`config.mk`:
```
export PLATFORM = sky130hd
export DESIGN_NAME = running_sum
export DESIGN_NICKNAME = d
export VERILOG_FILES = /design/src/rtl/running_sum.sv
export SDC_FILE = /design/constraint.sdc
export NUM_CORES = 1
export LEC_CHECK = 0
export BUFFER_PORTS_ARGS = -buffer_cell sky130_fd_sc_hd__buf_4
export CAP_MARGIN = 20
export CORE_MARGIN = 2
export CORE_UTILIZATION = 36
export CTS_CLUSTER_DIAMETER = 50
export DETAILED_ROUTE_END_ITERATION = 10
export PLACE_DENSITY = 0.63
export SKIP_LAST_GASP = 1
export SLEW_MARGIN = 20
export SYNTH_ARGS = -nofsm -noshare
export SYNTH_HDL_FRONTEND = slang
export SYNTH_SLANG_ARGS = --single-unit
```
`constraint.sdc`:
```
create_clock -name clk -period 4.9 [get_ports clk]
set_clock_uncertainty 0.1 [all_clocks]
set_input_delay 0 -clock clk [delete_from_list [all_inputs] [get_ports clk]]
set_output_delay 0 -clock clk [all_outputs]
set_load 0.02 [all_outputs]
```
`src/rtl/running_sum.sv`:
```
// Purpose: sliding-window (boxcar) sum of the last WINDOW samples, one add/subtract per clock.
// Latency: 2 edges sample-to-source (3 edges with RUNNING_SUM_MEAN_EN defined).
// Backpressure: none; sink is a continuous stream, one sample accepted every clock.
//
// Ports:
//   clk          clock
//   rst          synchronous active-high reset
//   clear        synchronous restart of the window fill, accumulator zeroed
//   sink         newest sample x_t
//   sink_old     x_(t-WINDOW), from a delay line with DELAY = WINDOW
//   source       window sum (OUT_WIDTH bits), or rounded mean (WIDTH bits) with the macro
//   source_valid high once source covers a full window
//
// Optional build macro: RUNNING_SUM_MEAN_EN -- output the mean rounded half-up through
// an extra register stage (WINDOW must then be a power of two).

module running_sum #(
    parameter  int WIDTH     = 16,
    parameter  int WINDOW    = 8,
    localparam int OUT_WIDTH = WIDTH + $clog2(WINDOW)
) (
    input  logic                 clk,
    input  logic                 rst,
    input  logic                 clear,
    input  logic [WIDTH-1:0]     sink,
    input  logic [WIDTH-1:0]     sink_old,
`ifdef RUNNING_SUM_MEAN_EN
    output logic [WIDTH-1:0]     source,
`else
    output logic [OUT_WIDTH-1:0] source,
`endif
    output logic                 source_valid
);

    localparam int              CNT_W = $clog2(WINDOW);
    localparam logic [CNT_W-1:0] LAST = CNT_W'(WINDOW - 1);

    if (WINDOW < 2) begin : g_window_check
        $error("running_sum: WINDOW must be >= 2");
    end

    typedef enum logic {FILL, RUN} state_t;

    state_t                 state_q, state_d;
    logic [CNT_W-1:0]       cnt_q, cnt_d;
    logic [WIDTH-1:0]       sub_dat;
    logic                   win_full;

    logic signed [WIDTH:0]  diff_q;
    logic                   diff_vld;
    logic                   full_i_q;   // stage-I diff completes a full window
    logic                   full_ii_q;  // same flag aligned with acc_q
    logic [OUT_WIDTH-1:0]   acc_q;
    logic [OUT_WIDTH-1:0]   diff_ext;

    // Sign-extend the stage-I difference to the accumulator width.
    assign diff_ext = OUT_WIDTH'(diff_q);

    always_ff @(posedge clk) begin
        if (rst || clear) begin
            state_q <= FILL;
            cnt_q   <= '0;
        end else begin
            state_q <= state_d;
            cnt_q   <= cnt_d;
        end
    end

    // While filling, the delay line holds stale data, so nothing is subtracted.
    always_comb begin
        state_d  = state_q;
        cnt_d    = cnt_q;
        sub_dat  = '0;
        win_full = 1'b0;
        case (state_q)
            FILL: begin
                if (cnt_q == LAST) begin
                    state_d  = RUN;
                    win_full = 1'b1;
                end else begin
                    cnt_d = cnt_q + CNT_W'(1);
                end
            end
            RUN: begin
                sub_dat  = sink_old;
                win_full = 1'b1;
            end
            default: begin
                state_d = FILL;
            end
        endcase
    end

    // Stage I: difference; stage II: accumulate. clear drops the in-flight diff.
    always_ff @(posedge clk) begin
        if (rst || clear) begin
            diff_q    <= '0;
            diff_vld  <= 1'b0;
            full_i_q  <= 1'b0;
            full_ii_q <= 1'b0;
            acc_q     <= '0;
        end else begin
            diff_q    <= $signed({1'b0, sink}) - $signed({1'b0, sub_dat});
            diff_vld  <= 1'b1;
            full_i_q  <= win_full;
            full_ii_q <= full_i_q;
            if (diff_vld) begin
                acc_q <= acc_q + diff_ext;
            end
        end
    end

`ifdef RUNNING_SUM_MEAN_EN
    localparam int SH = $clog2(WINDOW);

    if ((1 << SH) != WINDOW) begin : g_pow2_check
        $error("running_sum: WINDOW must be a power of two for the mean output");
    end

    // acc + WINDOW/2 cannot overflow: WINDOW*(2^WIDTH-1) + WINDOW/2 < 2^OUT_WIDTH.
    always_ff @(posedge clk) begin
        if (rst || clear) begin
            source       <= '0;
            source_valid <= 1'b0;
        end else begin
            source       <= WIDTH'((acc_q + OUT_WIDTH'(WINDOW / 2)) >> SH);
            source_valid <= full_ii_q;
        end
    end
`else
    assign source       = acc_q;
    assign source_valid = full_ii_q;
`endif

endmodule
```
==> run summary <==
Root Driver - clkbuf_8
Post-route setup slack - 1.921 ns
Wire per inst - 12.70 um
Final setup viols - 0
Worst EP required - 4.99 ns
Met3 Use GR - 2.873%
Area of the multi-input gates - 2018 sq um
Final instance area - 3655 sq um
Placement Setup Slack - 1.916 ns
Peak supply drop - 0.1099 mV
Final Hold Vio Count - 0
Reg-to-reg critical path endpoint - diff_q[16]$_SDFF_PN0_
Die Y - 94.80 um
Vias in the first global route - 2626
Yosys reg bits - 42
Clk_lat worst skew - 0.30 ns
Crit-path cells - and2_1 > ha_1 > fa_1 > nor2b_1 > o21ai_2 > a21oi_1 > o31ai_2 > a211oi_1 > or4_1 > a311oi_1
Slew at the pin closest to its max-slew limit - 0.7766 ns
Synth Net Count - 437
GR Layer Usage met2 - 26.77%
Multiplexer area fraction after synthesis - 3.373%
Worst setup SP type - register
Grt ovf - 0
Simple-gate share of the synthesized area - 23.65%
Post-layout util - 45.16%
Wirelength, routed - 6.718 mm
Slew HR - 48.23%
Crit path max-delay cell type - dfxtp_1
GP Congestion - 0.7929
Commonest non-fill, non-tap cell in the layout - buf_4
Nature of the critical path endpoint - register
Share of layout cells above drive strength 1 - 17.45%
Hold Path Origin - sink[1]
Final Non-Filler Cells - 529
1st-iter DRT viols - 62
Main combinational cell family by area after synthesis - simple AND/OR/NAND/NOR gates
Diodes inserted - 0
Placed cell count - 514
Hold Path Stages - 4
R2R depth - 10
Worst hold path type - in2reg
Reg2reg setup slack - 1.92 ns
Die ar. - 8986 sq um
Tmin final - 2.979 ns
Placeable Area - 8093 sq um
# IOs - 55
Dpl hpwl - 5.193 mm
Pleak - 1.603 nW
WHS - 0.03747 ns
Vias per std cell - 5.045
First-pass DRT Iterations - 4
Clock buffer depth - 2
Synthesis Warnings - 0
Pwr Total - 754.8 uW
Synth-to-Final Area Change - 23.15%
Critical path fanouts, max - 20
Gr usage total - 15.79%
Most frequent cells in the layout - buf_4 (55), dfxtp_1 (42), nand2_1 (37), ha_1 (36), nor2_1 (35)
Adder-Cell Fraction of Synth Area - 16.53%
Routed Antenna Nets - 0
Inserted Clock Buffers - 5
GR Layer Usage met1 - 20.67%
Initial core utilization - 36.67%
Async SR Flop Fraction - 0%
CTS tree - built
Setup tns final - 0 ns
Outcome - complete, no violations
Hold-fix buffer count after cts - 7
Post-synth cell types - 50
GR peak layer - met2
Max-Cap Viols - 0
Post-CTS resize count - 0
Clock slew at reported path FFs - 0.08 ns
Filler cells - 870
Pins Over Slew Limit - 0
Total Nets Final - 496
RSZ-0062 raised after global routing - no
Initial antenna violation count - 0
Post-synth EDFFs - 0
Clock net sink count - 42
CP Class - reg2reg
Mapped Cells - 364
# rows - 33
FMAX - 0.3357 GHz
DRC - 0
Complex-gate fraction of the synthesized area - 20.62%
First-pass GRT wire length - 11.44 mm
Tcrit/Tclk final - 60.79%
IO Port Bufs - 54
Synth Area in XOR/XNOR - 3.836%
Chip width - 94.80 um
Critical path arrival - 3.07 ns
Endpoint, Worst Hold - diff_q[1]$_SDFF_PN0_
Via total after detailed routing - 2669
Mapped Area - 2968 sq um
Placed inst area - 3475 sq um
Postcts setup bufs - 0
Post-Syn Area per Cell - 8.153 sq um
RR Startpoint - state_q$_SDFF_PN0_
Ys flop type - dfxtp_1
Largest net degree at the start of global routing - 41
Register area - 840.8 sq um
H-Tree Depth - 2
Crit path largest cell delay - 0.72 ns
Seq/Total Area, Yosys - 28.33%
Power Dens Cells - 206.5 nW/um^2
power breakdown:
part | total (mW) | internal [mW] | leakage (nW) | switching [mW]
Sequential | 0.358 | 0.352 | 0.342 | 0.00620
Combinational | 0.136 | 0.0650 | 1.20 | 0.0706
Clock | 0.261 | 0.142 | 0.0575 | 0.119
Total | 0.755 | 0.559 | 1.60 | 0.195
Yosys cell counts (all sizes together), types with 5 or more instances:
master  number  area share, %
o21ai       17            3.1
clkbuf       6           0.76
inv         19            2.4
xnor2        9            2.7
nor3        17            2.9
a21oi       25            4.3
ha          36             15
a21o         9            2.3
nor2b       10            2.1
nand2       37            4.7
o211ai       5            1.3
nand3       12            2.0
dfxtp       42             28
mux2i       10            3.4
o21a        11            2.8
a31oi        6            1.3
nor2        35            4.4
critical path, delay by kind of cell (launching register included):
kind            cells  cell delay (ns)
flops               1             0.72
simple gates        3             0.71
compound gates      5             0.98
fa+ha+maj           2             0.36
worst max-delay path by stage:
stage,from,to,slack [ns],cells past startpoint
floorplan,state_q$_SDFF_PN0_,diff_q[16]$_SDFF_PN0_,2.13,10
global placement,state_q$_SDFF_PN0_,diff_q[16]$_SDFF_PN0_,2.03,10
detailed placement,state_q$_SDFF_PN0_,diff_q[16]$_SDFF_PN0_,1.92,10
CTS,state_q$_SDFF_PN0_,diff_q[13]$_SDFF_PN0_,1.87,9
global route,state_q$_SDFF_PN0_,diff_q[16]$_SDFF_PN0_,1.59,10
finish,state_q$_SDFF_PN0_,diff_q[16]$_SDFF_PN0_,1.92,10
cells by family after synthesis:
group	count (synthesis)
buffers and inverters	29
AOI/OAI and AO/OA	92
DFF	42
and+or+nand+nor	140
xor gates and xnor gates	13
muxes	10
adders and majority gates	38
area by class of cell:
cell class | instances | area share, %
Clock buffer | 8 | 3.013
Inverter | 19 | 1.951
Multi-Input combinational cell | 293 | 55.22
Sequential cell | 42 | 23.01
Tap cell | 105 | 3.595
Timing Repair Buffer | 62 | 13.21
layer usage:
layer	vias to the layer above	share of wire, %
li1	1434	-
met1	1187	50
met2	43	46
met3	5	3.1
met4	0	1.2
met5	-	0
flip-flops by register name, indices dropped and copies added, names as in the netlist:
name,flops
diff_q,17
state_q,1
cnt_q,3
source,19
diff_vld,1
source_valid,1
Power figures use the tool's default switching activity.
